File: config.mk
export PLATFORM = sky130hd
export DESIGN_NAME = seg7_scan_driver
export DESIGN_NICKNAME = d
export VERILOG_FILES = /design/src/rtl/seg7_pkg.sv /design/src/rtl/seg7_hex_decode.sv /design/src/rtl/seg7_scan_driver.sv
export SDC_FILE = /design/constraint.sdc
export NUM_CORES = 1
export LEC_CHECK = 0
export CORE_AREA = 2 2 165 167
export DETAILED_ROUTE_END_ITERATION = 12
export DIE_AREA = 0 0 167 169
export PLACE_DENSITY = 0.61
export SETUP_SLACK_MARGIN = 0.02
export SLEW_MARGIN = 0
export SYNTH_ARGS = -nofsm -noshare
export SYNTH_HDL_FRONTEND = slang
export SYNTH_SLANG_ARGS = --single-unit
File: constraint.sdc
create_clock -name clk -period 2.25 [get_ports clk]
set_input_delay 0.45 -clock clk [delete_from_list [all_inputs] [get_ports clk]]
set_output_delay 0.45 -clock clk [all_outputs]
set_load 0.005 [all_outputs]
File: src/rtl/seg7_pkg.sv
// Shared constants for the multiplexed seven-segment scan driver:
// the segment bit map, the hex glyph table and a counter-width helper.
package seg7_pkg;

  // Cathode bit positions on seg_n (and on active-high segment vectors).
  localparam int unsigned SEG_A  = 0;
  localparam int unsigned SEG_B  = 1;
  localparam int unsigned SEG_C  = 2;
  localparam int unsigned SEG_D  = 3;
  localparam int unsigned SEG_E  = 4;
  localparam int unsigned SEG_F  = 5;
  localparam int unsigned SEG_G  = 6;
  localparam int unsigned SEG_DP = 7;

  // Active-high gfedcba glyphs for hex digits 0..F.
  localparam logic [6:0] HEX_SEG [16] = '{
    7'h3F, 7'h06, 7'h5B, 7'h4F, 7'h66, 7'h6D, 7'h7D, 7'h07,
    7'h7F, 7'h6F, 7'h77, 7'h7C, 7'h39, 7'h5E, 7'h79, 7'h71
  };

  // Bits needed to count 0..n-1; never less than one bit.
  function automatic int unsigned cnt_width(input int unsigned n);
    return (n <= 32'd1) ? 32'd1 : $clog2(n);
  endfunction

endpackage

File: src/rtl/seg7_hex_decode.sv
// Combinational hex nibble to active-high seven-segment pattern.
module seg7_hex_decode
  import seg7_pkg::*;
(
  input  logic [3:0] nibble_i,
  output logic [6:0] seg_o
);

  // Table lookup of the glyph for the current nibble.
  always_comb begin
    seg_o = HEX_SEG[nibble_i];
  end

endmodule

File: src/rtl/seg7_scan_driver.sv
// Multiplexed seven-segment scanner with anti-ghost blanking, per-digit
// enable/decimal point, raw-segment mode and frame-synchronous
// double-buffered updates (staging bank -> active bank at frame end).
module seg7_scan_driver
  import seg7_pkg::*;
#(
  parameter int unsigned N_DIGITS     = 8,
  parameter int unsigned CLK_HZ       = 100_000_000,
  parameter int unsigned SCAN_HZ      = 1000,
  parameter int unsigned BLANK_CYCLES = 4
) (
  input  logic                  clk,
  input  logic                  rst_n,
  input  logic                  upd_valid,
  input  logic [4*N_DIGITS-1:0] value,
  input  logic [N_DIGITS-1:0]   dp,
  input  logic [N_DIGITS-1:0]   digit_en,
  input  logic                  raw_mode,
  input  logic [7*N_DIGITS-1:0] raw_seg,
  output logic [7:0]            seg_n,
  output logic [N_DIGITS-1:0]   an_n,
  output logic                  frame_done,
  output logic                  upd_ack
);

  localparam int unsigned DIV = CLK_HZ / SCAN_HZ;
  localparam int unsigned PW  = cnt_width(DIV);
  localparam int unsigned IW  = cnt_width(N_DIGITS);
  localparam int unsigned NA  = 1 << IW;
  // Display word layout: {raw_seg, raw_mode, digit_en, dp, value}
  localparam int unsigned BW  = 13 * N_DIGITS + 1;

  localparam logic [PW-1:0] PRE_LAST  = PW'(DIV - 1);
  localparam logic [PW-1:0] PRE_BLANK = PW'(BLANK_CYCLES);
  localparam logic [IW-1:0] IDX_LAST  = IW'(N_DIGITS - 1);

  if (N_DIGITS < 1 || N_DIGITS > 16) begin : g_bad_ndigits
    $error("seg7_scan_driver: N_DIGITS must be within 1..16");
  end
  if (DIV < BLANK_CYCLES + 1) begin : g_bad_div
    $error("seg7_scan_driver: CLK_HZ/SCAN_HZ must exceed BLANK_CYCLES");
  end

  logic [PW-1:0] pre_q, pre_d;
  logic [IW-1:0] idx_q, idx_d;
  logic [BW-1:0] stg_q, stg_d;
  logic [BW-1:0] act_q, act_d;
  logic          pend_q, pend_d;
  logic [N_DIGITS-1:0] an_q, an_d;
  logic [7:0]    seg_q, seg_d;
  logic          fd_q, fd_d;
  logic          ack_q, ack_d;

  logic [BW-1:0] in_word_s;
  logic          boundary_s;
  logic [3:0]    nib_a [NA];
  logic [6:0]    raw_a [NA];
  logic          dp_a  [NA];
  logic          en_a  [NA];
  logic          act_raw_mode_s;
  logic [6:0]    dec_s;

  assign in_word_s  = {raw_seg, raw_mode, digit_en, dp, value};
  assign boundary_s = (pre_q == PRE_LAST) && (idx_q == IDX_LAST);
  assign act_raw_mode_s = act_q[6*N_DIGITS];

  // Per-digit views of the active bank, padded to a power of two so the
  // digit index selects without range issues.
  for (genvar g = 0; g < NA; g++) begin : g_dig
    if (g < N_DIGITS) begin : g_real
      assign nib_a[g] = act_q[4*g +: 4];
      assign dp_a[g]  = act_q[4*N_DIGITS + g];
      assign en_a[g]  = act_q[5*N_DIGITS + g];
      assign raw_a[g] = act_q[6*N_DIGITS + 1 + 7*g +: 7];
    end else begin : g_pad
      assign nib_a[g] = 4'h0;
      assign dp_a[g]  = 1'b0;
      assign en_a[g]  = 1'b0;
      assign raw_a[g] = 7'h00;
    end
  end

  seg7_hex_decode u_hex_decode (
    .nibble_i (nib_a[idx_q]),
    .seg_o    (dec_s)
  );

  // Slot prescaler and digit index; the last slot's last cycle is the frame boundary.
  always_comb begin
    pre_d = pre_q;
    idx_d = idx_q;
    if (pre_q == PRE_LAST) begin
      pre_d = '0;
      if (idx_q == IDX_LAST) begin
        idx_d = '0;
      end else begin
        idx_d = idx_q + IW'(1);
      end
    end else begin
      pre_d = pre_q + PW'(1);
    end
  end

  // Update handshake: writes land in staging; active changes only at the frame boundary.
  always_comb begin
    stg_d  = stg_q;
    act_d  = act_q;
    pend_d = pend_q;
    if (boundary_s) begin
      if (upd_valid) begin
        stg_d  = in_word_s;
        act_d  = in_word_s;
        pend_d = 1'b0;
      end else if (pend_q) begin
        act_d  = stg_q;
        pend_d = 1'b0;
      end else begin
        pend_d = 1'b0;
      end
    end else if (upd_valid) begin
      stg_d  = in_word_s;
      pend_d = 1'b1;
    end else begin
      pend_d = pend_q;
    end
  end

  // Pin values for the current slot: blanked early in the slot or when the digit is off.
  always_comb begin
    an_d  = '1;
    seg_d = 8'hFF;
    if (pre_q < PRE_BLANK) begin
      an_d  = '1;
      seg_d = 8'hFF;
    end else if (en_a[idx_q]) begin
      an_d = ~(N_DIGITS'(1) << idx_q);
      seg_d[SEG_G:SEG_A] = act_raw_mode_s ? ~raw_a[idx_q] : ~dec_s;
      seg_d[SEG_DP]      = ~dp_a[idx_q];
    end else begin
      an_d  = '1;
      seg_d = 8'hFF;
    end
    fd_d  = boundary_s;
    ack_d = boundary_s && (upd_valid || pend_q);
  end

  // State and output registers; reset discards any pending update.
  always_ff @(posedge clk or negedge rst_n) begin
    if (!rst_n) begin
      pre_q  <= '0;
      idx_q  <= '0;
      stg_q  <= '0;
      act_q  <= '0;
      pend_q <= 1'b0;
      an_q   <= '1;
      seg_q  <= 8'hFF;
      fd_q   <= 1'b0;
      ack_q  <= 1'b0;
    end else begin
      pre_q  <= pre_d;
      idx_q  <= idx_d;
      stg_q  <= stg_d;
      act_q  <= act_d;
      pend_q <= pend_d;
      an_q   <= an_d;
      seg_q  <= seg_d;
      fd_q   <= fd_d;
      ack_q  <= ack_d;
    end
  end

  assign an_n       = an_q;
  assign seg_n      = seg_q;
  assign frame_done = fd_q;
  assign upd_ack    = ack_q;

endmodule

==> summary.txt <==
Setup path
  – Worst-path cell chain: mux4_2, mux2i_4, inv_2, ha_4, mux2_2, mux2i_1, o211ai_1
  – Slowest Stage Delay on Critical Path: 0.57 ns
  – Worst path arrival time: 2.64 ns
  – Slowest CP cell: sky130_fd_sc_hd__mux4_2
  – Worst Setup End Kind: register
  – Total buffers and inverters traversed by the critical path: 1
  – Required arrival time at the worst endpoint: about 2.7 ns
  – Peak fanout along the critical path: 7
  – Start-to-end type of the worst setup path: register to register
  – Type of element launching the critical path: register
  – Largest delay share family, worst path: multiplexers

Outcome
  – Outcome: finished clean

Pwr
  – PnR Total Power: a little under 10 mW
  – Power density relative to cell area: 732 nW/um^2
  – Peak ir drop on the vdd network: roughly 0.45 mV
  – Leak: 5.93 nW

CTS
  – Worst-skew pair later-pin latency: 0.52 ns
  – Clk buf depth: 3
  – Clock sink count: 249
  – CTS root buffer: sky130_fd_sc_hd__clkbuf_16
  – Clk slew on worst S/H paths: 0.06 ns
  – Number of buffers added by the clock tree synthesis step: 27
  – CTS tree: done
  – Deepest level of the CTS H-tree: 1

Place
  – HPWL reported at the end of detailed placement: between 15 and 20 mm
  – GP Congestion: roughly 0.84
  – Placement-stage worst setup slack: -0.0752 ns
  – Port bufs: between 100 and 150
  – Cell area reported after detailed placement: around 12000 um^2

Synth
  – Fraction of synthesized cell area taken by the top area cell type: 0.557
  – Leading register cell type out of synthesis: sky130_fd_sc_hd__dfrtp_1
  – Synth Warn #: 0
  – Post-synthesis cell count: 677
  – Nets in the synthesized netlist: 798
  – Ys async rst share: 1.00
  – Leading post-synthesis cells by cell area: sky130_fd_sc_hd__dfrtp_1 (56%), sky130_fd_sc_hd__mux2_2 (19%), sky130_fd_sc_hd__mux4_2 (5.6%)
  – Number of enable-type register cells in the synthesized netlist: 0
  – Mapped Area: 10500 um^2
  – Register bit count reported by yosys: between 200 and 250
  – Cell taking the most area after synthesis: sky130_fd_sc_hd__dfrtp_1
  – Share of the yosys chip area belonging to registers: 0.598
  – Number of unique standard cell types used by synthesis: 44
  – Post-Syn Area per Cell: ~15 um^2

Global route
  – Grt ovf: 0
  – Global-route wire length before repair: 35.6 mm
  – Pin count of the biggest net entering global routing: 62
  – Number of global-route vias before repair: 6618
  – Antenna violations before repair: 0
  – Met1 Track Usage GR: 0.215
  – Global-route met2 utilization: 0.264
  – Met3 usage: 0.0243
  – Most Used Layer, Global Route: met2
  – Global router's overall resource usage: 0.156

STA
  – Slew at the pin closest to its max-slew limit: 0.559 ns
  – Number of failing setup endpoints in the final timing report: 0
  – Achievable frequency: roughly 450 MHz
  – Crit path time final: 2.23 ns
  – Final setup skew: 0.0165 ns
  – Post-layout worst setup margin: 0.0202 ns
  – Final TNS setup: 0 ns
  – Hold Fails Final Rpt: 0
  – Worst slew slack as a fraction of its limit: 0.627
  – Max-slew violation count: 0
  – Post-route clock period utilization: 0.991
  – RSZ-0062 raised after global routing: yes

Floorplanning
  – Starting utilization of the core area: 0.395
  – Width of the chip: 167 um
  – Die extent in y: 169 um
  – Area enclosed by the die boundary: 28200 um^2
  – Cell row count: 60
  – Core Footprint: roughly 27000 um^2
  – Count of pins on the block boundary: between 100 and 150

Layout
  – Proportion of layout cells with a drive suffix above 1: 0.369
  – Most frequent cells in the layout: sky130_fd_sc_hd__dfrtp_1 (231), sky130_fd_sc_hd__mux2_2 (172), sky130_fd_sc_hd__clkdlybuf4s50_1 (123)
  – Layout overhead on the synthesized area: 27.7%
  – # nets final: 960
  – Filler instances: 2203
  – Diode insertion count for antenna repair: 0
  – Final Instance Area: about 13000 um^2
  – Most common cell after layout, fill and taps aside: sky130_fd_sc_hd__dfrtp_1

Detailed routing
  – Final ANT Viol Nets: 0
  – Post-detailed-route wirelength per cell: approximately 19 um
  – Post-Route WL: 22.2 mm
  – Number of remaining DRC errors: 0
  – Ratio of routed vias to standard cells: between 5 and 6
  – Drt first-iter violations: 294
  – Number of iterations in the first detailed-routing pass: 4
  – Total via count in the routed design: 6013

Min path
  – Class of the most critical hold timing path: primary input to register

Run
  – MaxCap Viol Count: 0
==> worst register-to-register path: cells and delay by family, from the launching register on <==
family	cells	cell delay [ns]
multiplexers	4	1.26
flip-flops	1	0.48
adder cells (fa/ha/maj)	1	0.17
buffers and inverters	1	0.10
AO/OA/AOI/OAI	1	0.10
==> flip-flops by register name, summed over array words and instances, names as in the netlist <==
register / count
act_q: 105
stg_q: 105
an_n: 8
idx_q: 3
pend_q: 1
frame_done: 1
pre_q: 17
upd_ack: 1
seg_n: 8
==> per-stage QoR <==
| step | util | hold slack (ns) | instances |
|---|---|---|---|
| global placement | 0.462 | 0.414 | 1141 |
| CTS | 0.497 | 0.227 | 1191 |
| detailed placement | 0.462 | 0.414 | 1141 |
| floorplan | - | 0.154 | 677 |
| finish | 0.504 | 0.239 | 1200 |
| global route | 0.504 | 0.276 | 1200 |
==> area by class of cell <==
class	instances	area, um^2	area share
sequential	249	6250	0.468
multi-input combinational	385	4000	0.300
timing repair buffer	169	1740	0.130
clock buffer	40	774	0.0580
tap	341	427	0.0319
clock inverter	9	128	0.00955
inverter	7	28.8	0.00215
==> timing repair <==
item	CTS	global route
gates cloned	0	3
buffers inserted	0	6
hold endpoints to repair	50	0
hold buffers	1	0
pin swaps	0	5
resized for setup	5	7
setup endpoints to repair	8	110
==> routing by layer <==
| layer | vias to the layer above | routed length [um] |
|---|---|---|
| met5 | - | 0 |
| met4 | 0 | 384 |
| met3 | 31 | 1020 |
| met2 | 123 | 10900 |
| met1 | 3095 | 9970 |
| li1 | 2764 | - |
==> final timing paths <==
kind / start / end / slack [ns] / depth (start not counted)
setup / recovery: idx_q[1]$_DFFE_PN0N_ / seg_n[3]$_DFF_PN1_ / 0.02 / 7
hold / removal: upd_valid / pend_q$_DFFE_PN0P_ / 0.24 / 3
setup reg to reg: idx_q[1]$_DFFE_PN0N_ / seg_n[3]$_DFF_PN1_ / 0.02 / 7
hold reg to reg: act_q[65]$_DFFE_PN0P_ / act_q[65]$_DFFE_PN0P_ / 0.48 / 1
max in group asynchronous: rst_n / seg_n[2]$_DFF_PN1_ / 1.06 / 3
min in group asynchronous: rst_n / stg_q[65]$_DFFE_PN0P_ / 0.43 / 2
==> Yosys cell counts, types with 8 or more instances <==
cell type                    n
sky130_fd_sc_hd__dfrtp_1   233
sky130_fd_sc_hd__mux2_2    173
sky130_fd_sc_hd__mux2_1     39
sky130_fd_sc_hd__nand2_1    31
sky130_fd_sc_hd__mux4_2     26
sky130_fd_sc_hd__nand3_1    20
sky130_fd_sc_hd__clkbuf_1   16
sky130_fd_sc_hd__dfstp_2    16
sky130_fd_sc_hd__nor2_1     16
sky130_fd_sc_hd__ha_1       13
sky130_fd_sc_hd__buf_4       8
==> power breakdown <==
group / leakage [nW] / internal [mW] / switching [mW]
registers: 3.16 / 4.67 / 0.0454
logic: 2.33 / 0.356 / 0.272
clock network: 0.444 / 2.72 / 1.72
total: 5.93 / 7.74 / 2.04
==> cells by family after synthesis <==
logic type               Yosys count  share of synthesized area
XOR/XNOR                          14                     0.0117
AND/OR/NAND/NOR                   95                     0.0451
buffers and inverters             43                     0.0262
AO/OA/AOI/OAI                     19                     0.0128
multiplexers                     244                      0.291
flip-flops                       249                      0.598
adder cells (fa/ha/maj)           13                     0.0155
(Power assumes the default switching activity.)
